**src/rtl/mux_scanner_pkg.sv**
```systemverilog
// Shared types for the channel mux scanner.
// State encoding and mode constants.
package mux_scanner_pkg;

  typedef enum logic [1:0] {
    ST_IDLE,
    ST_MANUAL,
    ST_SCAN
  } state_t;

  localparam logic MODE_MANUAL = 1'b0;
  localparam logic MODE_SCAN   = 1'b1;

endpackage

```
**src/rtl/param_mux_scanner_next_ch.sv**
```systemverilog
// Priority search for the next enabled channel above cur.
// Falls back to the lowest set bit, flagging the wrap.
module next_enabled_ch #(
  parameter int NUM_CH = 16,
  parameter int SEL_W  = $clog2(NUM_CH)
) (
  input  logic [NUM_CH-1:0] mask,
  input  logic [SEL_W-1:0]  cur,
  output logic [SEL_W-1:0]  nxt,
  output logic              wrapped,
  output logic              any
);

  logic [SEL_W-1:0] lo;
  logic [SEL_W-1:0] hi;
  logic             found;

  always_comb begin
    lo    = '0;
    hi    = '0;
    found = 1'b0;
    // descending walk leaves the lowest hit last
    for (int i = NUM_CH - 1; i >= 0; i--) begin
      if (mask[i]) begin
        lo = SEL_W'(i);
        if (SEL_W'(i) > cur) begin
          hi    = SEL_W'(i);
          found = 1'b1;
        end
      end
    end
    nxt     = found ? hi : lo;
    wrapped = ~found;
    any     = |mask;
  end

endmodule

```
**src/rtl/param_mux_scanner.sv**
```systemverilog
// Registered NUM_CH:1 mux with manual select and auto-scan.
// MUX_SCANNER_PARITY_EN adds a registered parity_out.
module param_mux_scanner
  import mux_scanner_pkg::*;
#(
  parameter int NUM_CH = 16,
  parameter int WIDTH  = 8,
  parameter int DWELL  = 4,
  parameter int SEL_W  = $clog2(NUM_CH)
) (
  input  logic                    clk,
  input  logic                    rst_n,
  input  logic                    en,
  input  logic                    mode,
  input  logic [SEL_W-1:0]        sel_in,
  input  logic [NUM_CH-1:0]       ch_mask,
  input  logic [NUM_CH*WIDTH-1:0] data_in,
`ifdef MUX_SCANNER_PARITY_EN
  output logic                    parity_out,
`endif
  output logic [WIDTH-1:0]        data_out,
  output logic [SEL_W-1:0]        ch_out,
  output logic                    out_valid,
  output logic                    wrap
);

  localparam int CNT_W = (DWELL > 1) ? $clog2(DWELL) : 1;
  localparam logic [CNT_W-1:0] CNT_LAST = CNT_W'(DWELL - 1);
  localparam logic [SEL_W:0] CH_LIM = NUM_CH[SEL_W:0];
  localparam logic [SEL_W-1:0] CH_TOP = SEL_W'(NUM_CH - 1);

  logic [WIDTH-1:0] chan [NUM_CH];

  for (genvar i = 0; i < NUM_CH; i++) begin : g_chan
    assign chan[i] = data_in[i*WIDTH +: WIDTH];
  end

  state_t           state, state_n;
  logic [CNT_W-1:0] cnt, cnt_n;
  logic             seek, seek_n;
  logic [WIDTH-1:0] data_n;
  logic [SEL_W-1:0] ch_n;
  logic             valid_n;
  logic             wrap_n;
  logic [SEL_W-1:0] sel_ch;
  logic             load;
  logic             entry;
  logic             in_range;
`ifdef MUX_SCANNER_PARITY_EN
  logic             par_n;
`endif

  logic [SEL_W-1:0] nxt_ch;
  logic             nxt_wrap;
  logic             any_set;
  logic [SEL_W-1:0] first_ch;
  logic             first_wrap;
  logic             first_any;

  next_enabled_ch #(
    .NUM_CH(NUM_CH),
    .SEL_W (SEL_W)
  ) u_next (
    .mask   (ch_mask),
    .cur    (ch_out),
    .nxt    (nxt_ch),
    .wrapped(nxt_wrap),
    .any    (any_set)
  );

  // searching above the top index yields the lowest set bit
  next_enabled_ch #(
    .NUM_CH(NUM_CH),
    .SEL_W (SEL_W)
  ) u_first (
    .mask   (ch_mask),
    .cur    (CH_TOP),
    .nxt    (first_ch),
    .wrapped(first_wrap),
    .any    (first_any)
  );

  assign entry    = (state != ST_SCAN) || seek;
  assign in_range = {1'b0, sel_in} < CH_LIM;

  always_comb begin
    state_n = ST_IDLE;
    if (en) begin
      state_n = (mode == MODE_SCAN) ? ST_SCAN
                                    : ST_MANUAL;
    end
    data_n  = data_out;
    ch_n    = ch_out;
    valid_n = 1'b0;
    wrap_n  = 1'b0;
    cnt_n   = '0;
    seek_n  = 1'b0;
    sel_ch  = ch_out;
    load    = 1'b0;
`ifdef MUX_SCANNER_PARITY_EN
    par_n   = 1'b0;
`endif
    unique case (1'b1)
      state_n == ST_MANUAL: begin
        if (in_range) begin
          sel_ch  = sel_in;
          load    = 1'b1;
          valid_n = 1'b1;
        end else begin
          data_n = '0;
        end
      end
      state_n == ST_SCAN: begin
        if (!any_set) begin
          seek_n = 1'b1;
        end else if (entry) begin
          sel_ch  = first_ch;
          load    = 1'b1;
          valid_n = 1'b1;
        end else if (!ch_mask[ch_out] ||
                     cnt == CNT_LAST) begin
          sel_ch  = nxt_ch;
          wrap_n  = nxt_wrap;
          load    = 1'b1;
          valid_n = 1'b1;
        end else begin
          load    = 1'b1;
          valid_n = 1'b1;
          cnt_n   = cnt + 1'b1;
        end
      end
      default: ;
    endcase
    if (load) begin
      data_n = chan[sel_ch];
      ch_n   = sel_ch;
`ifdef MUX_SCANNER_PARITY_EN
      par_n  = ^chan[sel_ch];
`endif
    end
  end

  always_ff @(posedge clk) begin
    if (!rst_n) begin
      state     <= ST_IDLE;
      cnt       <= '0;
      seek      <= 1'b0;
      data_out  <= '0;
      ch_out    <= '0;
      out_valid <= 1'b0;
      wrap      <= 1'b0;
`ifdef MUX_SCANNER_PARITY_EN
      parity_out <= 1'b0;
`endif
    end else begin
      state     <= state_n;
      cnt       <= cnt_n;
      seek      <= seek_n;
      data_out  <= data_n;
      ch_out    <= ch_n;
      out_valid <= valid_n;
      wrap      <= wrap_n;
`ifdef MUX_SCANNER_PARITY_EN
      parity_out <= par_n;
`endif
    end
  end

endmodule

```
**config.mk**
```make
export PLATFORM = sky130hd
export DESIGN_NAME = param_mux_scanner
export DESIGN_NICKNAME = d
export VERILOG_FILES = /design/src/rtl/mux_scanner_pkg.sv /design/src/rtl/param_mux_scanner_next_ch.sv /design/src/rtl/param_mux_scanner.sv
export SDC_FILE = /design/constraint.sdc
export NUM_CORES = 1
export LEC_CHECK = 0
export CAP_MARGIN = 20
export CORE_MARGIN = 4
export CORE_UTILIZATION = 50
export CTS_BUF_LIST = sky130_fd_sc_hd__clkbuf_8
export CTS_CLUSTER_SIZE = 14
export DETAILED_ROUTE_END_ITERATION = 6
export DONT_BUFFER_PORTS = 1
export GPL_TIMING_DRIVEN = 0
export RECOVER_POWER = 100
export REMOVE_ABC_BUFFERS = 1
export SYNTH_ARGS = -nofsm -noshare
export SYNTH_HDL_FRONTEND = slang
export SYNTH_SLANG_ARGS = --single-unit
```
**constraint.sdc**
```tcl
create_clock -name clk -period 5.7 [get_ports clk]
set_input_delay 1.14 -clock clk [delete_from_list [all_inputs] [get_ports clk]]
set_output_delay 1.14 -clock clk [all_outputs]
set_load 0.02 [all_outputs]
```
==> impl_results.md, run 1 <==
* Core area at approximately 5200 um^2
* Antenna violations before repair at 0
* CTS tree: yes
* Required time worst endpoint at approximately 5.8 ns
* Area of the multi-input gates at approximately 2100 um^2
* Vias in the first global route at 2634
* DIE AREA at 6680 um^2
* WL/cell at 21.7 um
* Tmin final at 4.87 ns
* Root Buffer: clkbuf_8
* Antenna-violating nets left at 0
* RSZ-0062 raised after global routing: false
* Vias per cell at roughly 6.9
* Hold WS at between 0.4 and 0.5 ns
* Final Cycle Share at between 80 and 90%
* EDFF count, synth at 0
* First-pass GRT wire length at 13.0 mm
* Sequential Area at ~380 um^2
* Pint at roughly 0.30 mW
* Synth Register Bits at 19
* Hold crit path type: register to register
* Synth unique cells at 70
* Max rail drop VDD at 0.108 mV
* Post-route insts no fill at 410
* Avg Inst Size Synth at 7.56 um^2
* Cells after Synth at 360
* Commonest cells after routing, fill and taps aside: 56 x nand2_1, 19 x a21oi_1, 19 x dfxtp_1
* Crit path top cell by count: o221ai_1
* Comb pwr share at 45.6%
* Leak Pwr at between 1 and 1.5 nW
* Clk_skew at 0.00342 ns
* CTS Hold Buffers Added at 0
* Sinks on Clock Net at 19
* Crit. End Element: register
* Buf/Inv on CP at 1
* CP delay by family, top: compound AO/OA/AOI/OAI gates
* Layout Utilization at 52.5%
* Status: finished clean
* Syn Std Cell Area at 2720 um^2
* Die X at 81.8 um
* Final setup violation count at 0
* Cts bufs inserted at 3
* Post-cts repair resize count at 0
* DRT Pass-1 Iters at 4
* Commonest non-fill, non-tap cell in the layout: nand2_1
* Slowest library cell on the worst path: dfxtp_1
* CP Max Fanout at 14
* Area Growth Syn to Fin at 0.506%
* Core Rows at 26
* ANT cells at 0
* Post-Route WL at around 8.9 mm
* Crit path largest cell delay at 0.71 ns
* Overall Global Routing Usage at 24.8%
* Fillcell total at 544
* Largest net degree at the start of global routing at 36
* Total Power at 0.506 mW
* Num ports at around 170
* Crit path kind: register to register
* Setup WS pre-CTS at 0.603 ns
* Final TNS setup at 0 ns
* Clk Latency, worst-skew pair at 0.26 ns
* Slew @ Worst Pin at between 0.9 and 1 ns
* Crit-path cells: clkbuf_1 -> mux4_1 -> nand3_1 -> a41oi_2 -> o31a_1 -> o221ai_1 -> o221ai_1 -> a21oi_1 -> and2_1 -> o2bb2ai_1 -> a2111oi_0
* Relative slew margins at 37.0%
* Power share of the clock group at 18.2%
* DRT iter0 DRCs at about 170
* DRC violation count after routing at 0
* Gp weighted congestion at between 0.8 and 0.9
* Sequential power share at ~36%
* Post-DP HPWL at 6.93 mm
* Post-route design area at 2730 um^2
* Seq/Total Area, Yosys at roughly 14%
* Crit path launch type: register
* Fmax achieved at 205 MHz
* Setup bufs post-CTS at 0
* Placed instance count at 403
* Switching share of power at 40.3%
* H-tree depth at 1
* CTS max path bufs at 2
* YS warnings at 0
* Setup WS post-layout at about 0.83 ns
* Cell Area, Placed at around 2700 um^2
* Die H at between 80 and 90 um
* Max-cap viol count at 0
* Starting Density at 52.3%
* Count of pins over their slew limit at 0
* Fin. Hold Viols at 0
* Layout cell share with drive strength beyond 1 at 9.71%
* Ys async rst share at 0%
* # port buffers at 0
* Nets at 494
* Grt ovf at 0
* P_sw at 0.204 mW
* Pwr/cell area at 185 nW/um^2
* Top FF cell, synth: dfxtp_1
* Clock transition at path regs at 0.07 ns
* DR vias at 2847
* Arr. time, crit path at around 5.0 ns
[power by group through the flow]
stage          Sequential (mW)  Combinational (mW)  Clock, mW
2_1_floorplan            0.180               0.178          0
3_3_place_gp             0.189               0.218          0
3_5_place_dp             0.188               0.224          0
4_1_cts                  0.186               0.224     0.0929
5_1_grt                  0.185               0.253      0.101
6_report                 0.183               0.231     0.0918
[cell usage after synthesis, drive strengths merged (3+ instances only)]
library cell	instances	area [um^2]
nor3b	3	22.5
buf	16	113
a21oi	20	104
o21ai	12	60.1
a32o	9	90.1
o221ai	5	50.0
nor2b	8	50.1
and3	17	106
o2bb2ai	8	70.1
dfxtp	19	380
a2111oi	8	85.1
o22ai	11	68.8
nand3	8	45.0
a31oi	3	18.8
nand2	56	213
mux2	20	233
o31ai	4	30.0
a311oi	8	70.1
nor3	7	35.0
a211o	9	78.8
clkbuf	12	45.0
and2	6	37.5
inv	10	37.5
nor2	15	56.3
mux2i	17	170
o21bai	3	22.5
nor4	6	37.5
[metal layers]
metal  track usage [%]  wire, um  vias to the layer above  share of wire, %
li1                  -         -                     1376                 -
met1              34.3      3850                     1325                43
met2              39.6      4100                      139                46
met3              5.59       905                        7                10
met4              4.15        58                        0              0.65
met5                 0         0                        -                 0
[registers in the layout (all words and copies together) (netlist names)]
name and count:
ch_out 4, out_valid 1, cnt 2, state 2
seek 1, wrap 1, data_out 8
[area by class of cell]
type,instances,share of cell area (%)
Inverter,10,1.37
Multi-Input combinational cell,303,77.8
Clock inverter,1,0.137
Sequential cell,19,13.9
Timing Repair Buffer,4,2.06
Clock buffer,3,1.51
Tap cell,70,3.20
[path summary, 6_finish.rpt]
path,start,to,slack (ns),cells after the start
min reg2reg,cnt[0],cnt[0],0.44,1
min,cnt[0],cnt[0],0.44,1
max,ch_out[1],data_out[2],0.83,11
max reg2reg,ch_out[1],data_out[2],0.83,11
[cells by family after synthesis]
family,count (synthesis),synth area share (%)
multiplexers,39,16.6
buffers and inverters,38,7.18
AND/OR/NAND/NOR,138,25.7
AO/OA/AOI/OAI,124,35.7
flip-flops,19,14.0
adder cells (fa/ha/maj),2,0.828
Note: power is estimated with default switching activity, not from simulation.
==> run 2: changes to the inputs <==
CORE_UTILIZATION = 45   (was 50)
==> run 2 against run 1 <==
  * Final cell count up 1.2%
  * Via count down 1.1%
  * Clock power down 2%
  * Worst hold slack lost 0.00093 ns
  * Sequential power hardly changed
  * Die area rose by 10%
==> impl_results.md, run 2 (synthesis gave the netlist of run 1 again) <==
* Status: finished clean
* Top flop regs: data_out (8), ch_out (4)
* Clock transition at path regs at 0.07 ns (about the same)
* Final Cycle Share at 83.9% (-1.6 points)
* Die H at 85.7 um (+4.9%)
* CP Max Fanout at 21 (+7)
* Largest net degree at the start of global routing at 50 (+39%)
* CTS max path bufs at 2 (unchanged)
* Fmax achieved at 209 MHz (+1.9%)
* Setup crit end: data_out[1]
* DRT Pass-1 Iters at 4 (unchanged)
* Gp weighted congestion at 0.868 (+4.6%)
* Clk_skew at 0.00190 ns (-0.00152 ns)
* Post-cts repair resize count at 0 (unchanged)
* CP startpoint: ch_out[1]
* Switching share of power at 40.0% (-0.30 points)
* Clk Latency, worst-skew pair at 0.25 ns (about the same)
* H-tree depth at 1 (unchanged)
* Layout cell share with drive strength beyond 1 at 9.71% (unchanged)
* R2R Path End: data_out[1]
* Reg2reg setup slack at 0.92 ns (+0.09 ns)
* Setup bufs post-CTS at 0 (unchanged)
* Commonest cells after routing, fill and taps aside: 56 x nand2_1, 19 x a21oi_1, 19 x dfxtp_1
* Slew @ Worst Pin at 1.27 ns (+0.330 ns)
* # port buffers at 0 (unchanged)
* Core Rows at 28 (+7.7%)
* Comb pwr share at 45.7% (about the same)
* Antenna violations before repair at 0 (unchanged)
* Top reg by flops: data_out
* Crit. End Element: register
* Relative slew margins at 15.1% (-22 points)
* Max rail drop VDD at 0.0911 mV (-16%)
* CP delay by family, top: compound AO/OA/AOI/OAI gates
* WL/cell at 20.9 um (-4.1%)
* Crit path largest cell delay at 0.96 ns (+0.25 ns)
* First-pass GRT wire length at 13.3 mm (+2.4%)
* Area Growth Syn to Fin at 0.368%
* Tmin final at 4.78 ns (-0.0915 ns)
* Die X at 85.7 um (+4.9%)
* Slowest library cell on the worst path: clkbuf_1
* Placed instance count at 407 (+0.99%)
* Commonest non-fill, non-tap cell in the layout: nand2_1
* DRT iter0 DRCs at 210 (+23%)
* Buf/Inv on CP at 1 (unchanged)
* Num ports at 166 (unchanged)
* Count of pins over their slew limit at 0 (unchanged)
* Leak Pwr at 1.05 nW (-0.64%)
* RSZ-0062 raised after global routing: false
* Post-DP HPWL at 6.79 mm (-2.0%)
* Post-route insts no fill at 415 (+1.2%)
* Power share of the clock group at 18.1% (about the same)
* Cts bufs inserted at 3 (unchanged)
* Hold crit path type: register to register
* Post-Route WL at 8.65 mm (-2.9%)
* Root Buffer: clkbuf_8
* Max reg flops at 8 (unchanged)
* ANT cells at 0 (unchanged)
* Final setup violation count at 0 (unchanged)
* Cell Area, Placed at 2660 um^2 (-0.52%)
* Crit-path cells: clkbuf_1 -> mux4_1 -> nand3_1 -> a41oi_2 -> o31a_1 -> or3_1 -> a21oi_1 -> and2_1 -> o2bb2ai_1 -> a2111oi_0
* DRC violation count after routing at 0 (unchanged)
* R2r startpoint: ch_out[1]
* Max-cap viol count at 0 (unchanged)
* Pint at 0.299 mW (-0.83%)
* Grt ovf at 0 (unchanged)
* Core area at 5890 um^2 (+13%)
* Final TNS setup at 0 ns (unchanged)
* Post-route design area at 2730 um^2 (-0.14%)
* Antenna-violating nets left at 0 (unchanged)
* R2R cell count at 10 (-1)
* P_sw at 0.200 mW (-2.0%)
* Pwr/cell area at 183 nW/um^2 (-1.2%)
* Fin. Hold Viols at 0 (unchanged)
* Vias in the first global route at 2592 (-1.6%)
* Crit path launch type: register
* CTS tree: yes
* Arr. time, crit path at 4.88 ns (-0.09 ns)
* Sinks on Clock Net at 19 (unchanged)
* Starting Density at 46.2% (-6.0 points)
* Crit path kind: register to register
* Nets at 494 (unchanged)
* Overall Global Routing Usage at 21.9% (-2.8 points)
* Sequential power share at 36.2% (about the same)
* CTS Hold Buffers Added at 0 (unchanged)
* Critical Path Stages at 10 (-1)
* Vias per cell at 6.79 (-2.2%)
* Required time worst endpoint at 5.80 ns (about the same)
* Layout Utilization at 46.4% (-6.1 points)
* DR vias at 2817 (-1.1%)
* DIE AREA at 7350 um^2 (+10%)
-- run 2: cell counts in the layout (fill, tap and decap cells not counted) --
Identical to the previous run, type by type.
-- run 2: power groups by stage --
stage | logic (mW) | registers (mW) | clock network [mW]
2_1_floorplan | 0.178 | 0.180 | 0
3_3_place_gp | 0.217 | 0.189 | 0
3_5_place_dp | 0.221 | 0.189 | 0
4_1_cts | 0.221 | 0.186 | 0.0910
5_1_grt | 0.253 | 0.183 | 0.0973
6_report | 0.228 | 0.181 | 0.0902
-- run 2: worst min path at each step --
| stage | from | to | slack, ns | depth (start not counted) |
|---|---|---|---|---|
| 3_3_place_gp | cnt[0] | cnt[0] | 0.43 | 1 |
| 4_1_cts | cnt[0] | cnt[0] | 0.43 | 1 |
| 6_report | cnt[0] | cnt[0] | 0.44 | 1 |
| 2_1_floorplan | cnt[0] | cnt[0] | 0.41 | 1 |
| 3_5_place_dp | cnt[0] | cnt[0] | 0.42 | 1 |
| 5_1_grt | cnt[0] | cnt[0] | 0.45 | 1 |
-- run 2: metal layers --
metal  up-vias  share of wire, %  wire length (um)  global-route usage [%]
li1       1379                 -                 -                       -
met1      1305                45              3890                    32.9
met2       124                45              3880                    32.4
met3         9               9.2               796                    4.71
met4         0               1.0                89                    3.74
met5         -                 0                 0                       0
-- run 2: area by class of cell --
class | instances | area (um^2)
fill | 620 | 3160
multi-input combinational | 303 | 2130
sequential | 19 | 380
tap | 75 | 93.8
timing repair buffer | 4 | 43.8
clock buffer | 3 | 41.3
inverter | 10 | 37.5
clock inverter | 1 | 3.75
-- run 2: stage by stage --
step           hold slack [ns]  power [mW]  setup slack, ns
6_report                 0.435       0.499            0.919
3_5_place_dp             0.420       0.410            0.638
4_1_cts                  0.431       0.498            0.848
5_1_grt                  0.448       0.533            0.473
2_1_floorplan            0.408       0.357             1.41
3_3_place_gp             0.427       0.406            0.688
-- run 2: worst register-to-register path, delay by kind of cell (launching register included) --
kind,cells,cell delay [ns]
DFF,1,0.39
buffers and inverters,1,0.96
and+or+nand+nor,3,1.03
muxes,1,0.68
AOI/OAI and AO/OA,5,1.58
==> run 3: changes to the inputs <==
clock period = 3.8 ns   (was 5.7 ns; I/O delays follow)
==> run 3 against run 2 <==
  * Global-route usage rose by 1.2 points
  * Final cell count rose by 1.2%
  * Non-clock buffer count rose by 2
  * Sequential power rose by 51%
  * Critical endpoint is now data_out[4]
  * Largest cell class unchanged
==> impl_results.md, run 3 (synthesis gave the netlist of run 1 again) <==
* Vias per cell at 6.85 (+0.88%)
* Hold WS at 0.436 ns (+0.000353 ns)
* Final setup violation count at 0 (unchanged)
* Die H at 85.7 um (unchanged)
* Crit-path cells: nor4_2 -> nand4_1 -> o21a_2 -> o221ai_1 -> or4_4 -> and3_1 -> a21oi_1 -> a211o_1 -> a2111oi_1
* Max rail drop VDD at 0.125 mV (+37%)
* CP startpoint: ch_mask[7]
* H-tree depth at 1 (unchanged)
* ANT cells at 0 (unchanged)
* DRT Pass-1 Iters at 4 (unchanged)
* Count of pins over their slew limit at 0 (unchanged)
* CTS max path bufs at 2 (unchanged)
* Final Cycle Share at around 95%
* Clk Latency, worst-skew pair at 0.25 ns (about the same)
* Slew @ Worst Pin at 0.658 ns (-0.616 ns)
* Grt ovf at 0 (unchanged)
* Die X at 85.7 um (unchanged)
* Post-DP HPWL at 6.79 mm (unchanged)
* Nets at 499 (+1.0%)
* DRT iter0 DRCs at 281 (+34%)
* Core Rows at 28 (unchanged)
* Overall Global Routing Usage at 23.1% (+1.2 points)
* CTS Hold Buffers Added at 0 (unchanged)
* Relative slew margins at 56.0% (+41 points)
* R2R cell count at 11 (+1)
* Arr. time, crit path at 3.76 ns (-1.12 ns)
* Root Buffer: clkbuf_8
* Post-route insts no fill at 420 (+1.2%)
* Reg2reg setup slack at 0.19 ns (-0.73 ns)
* Cts bufs inserted at 3 (unchanged)
* Hold path depth at 1 (unchanged)
* DRC violation count after routing at 0 (unchanged)
* Fmax achieved at roughly 280 MHz
* Slowest library cell on the worst path: and3_1
* Core area at 5890 um^2 (unchanged)
* Antenna-violating nets left at 0 (unchanged)
* Crit path largest cell delay at 0.57 ns (-0.39 ns)
* CTS tree: yes
* # port buffers at 0 (unchanged)
* Commonest cells after routing, fill and taps aside: 55 x nand2_1, 18 x a21oi_1, 17 x mux2_2, 17 x mux2i_1, 17 x and3_1
* DR vias at 2876 (+2.1%)
* Clock transition at path regs at 0.07 ns (about the same)
* Hold crit path type: register to register
* CP Max Fanout at 17 (-19%)
* Post-Route WL at 9.37 mm (+8.3%)
* Vias in the first global route at 2672 (+3.1%)
* Min-Delay Startpoint: cnt[0]
* CP delay by family, top: compound AO/OA/AOI/OAI gates
* Fillcell total at 614 (-0.97%)
* DIE AREA at 7350 um^2 (unchanged)
* Crit path launch type: input pin
* Sinks on Clock Net at 19 (unchanged)
* Pwr/cell area at 269 nW/um^2 (+47%)
* Tmin final at roughly 3.6 ns
* First-pass GRT wire length at 14.0 mm (+5.3%)
* Top flop regs: data_out (8), ch_out (4)
* R2R Path End: data_out[0]
* Area Growth Syn to Fin at 5.24%
* Placed instance count at 407 (unchanged)
* Fin. Hold Viols at 0 (unchanged)
* Status: finished clean
* Leak Pwr at 1.09 nW (+4.3%)
* Commonest non-fill, non-tap cell in the layout: nand2_1
* Top reg by flops: data_out
* Crit. End Element: register
* Largest net degree at the start of global routing at 25 (-50%)
* Buf/Inv on CP at 0 (-1)
* R2r startpoint: ch_out[1]
* Antenna violations before repair at 0 (unchanged)
* WL/cell at 22.3 um (+7.0%)
* Max reg flops at 8 (unchanged)
* Hold-critical path endpoint: cnt[0]
* Crit path kind: input pin to register
* Num ports at 166 (unchanged)
* Gp weighted congestion at 0.868 (unchanged)
* Max-cap viol count at 0 (unchanged)
* Layout cell share with drive strength beyond 1 at 15.9% (+6.2 points)
* Clk_skew at 0.00481 ns (+0.00291 ns)
* Required time worst endpoint at 3.95 ns (-1.85 ns)
* Starting Density at 46.2% (unchanged)
[run 3: cell count changes in the layout (fill, tap and decap cells not counted), sizes merged]
cell,previous run,this run
nand3,8,10
and3,17,18
clkbuf,4,5
buf,3,4
[run 3: final cells by class]
type	instances	area (um^2)	share of cell area [%]
sequential	19	390	13.6
multi-input combinational	306	2250	78.7
clock inverter	1	3.75	0.131
inverter	10	37.5	1.31
clock buffer	3	41.3	1.44
timing repair buffer	6	42.5	1.49
tap	75	93.8	3.28
[run 3: metal layers]
metal	track usage, %	routed length, um
met5	0	0
met4	3.60	45
met3	4.61	918
met2	35.0	4400
met1	34.4	4010
[run 3: how the worst max path moves through the flow]
stage | end | slack, ns | cells past startpoint
3_3_place_gp | data_out[1] | -1.00 | 9
4_1_cts | data_out[0] | 0.07 | 9
5_1_grt | data_out[4] | -0.02 | 9
2_1_floorplan | data_out[0] | -0.31 | 9
6_report | data_out[4] | 0.18 | 9
3_5_place_dp | data_out[0] | -1.05 | 9
[run 3: report_power, final]
group	internal [mW]	total, mW	switching, mW
registers	0.220	0.274	0.0537
clock network	0.0717	0.136	0.0644
logic	0.162	0.361	0.199
total	0.454	0.771	0.317
[run 3: repair_timing]
item / in CTS / in global routing
setup buffers: 1 / 4
gates resized for setup: 14 / 9
gates cloned: 3 / 0
endpoints found under the setup margin: 8 / 8
[run 3: through the flow]
| stage | util [%] | worst slack (ns) | TNS [ns] | instance area (um^2) | power [mW] |
|---|---|---|---|---|---|
| 2_1_floorplan | - | -0.313 | -2.50 | 2560 | 0.536 |
| 3_3_place_gp | 45.1 | -1.00 | -7.51 | 2660 | 0.609 |
| 3_5_place_dp | 45.1 | -1.05 | -8.04 | 2660 | 0.615 |
| 4_1_cts | 47.3 | 0.0721 | 0 | 2780 | 0.758 |
| 5_1_grt | 48.6 | -0.0225 | -0.0464 | 2860 | 0.819 |
| 6_report | 48.6 | 0.181 | 0 | 2860 | 0.771 |
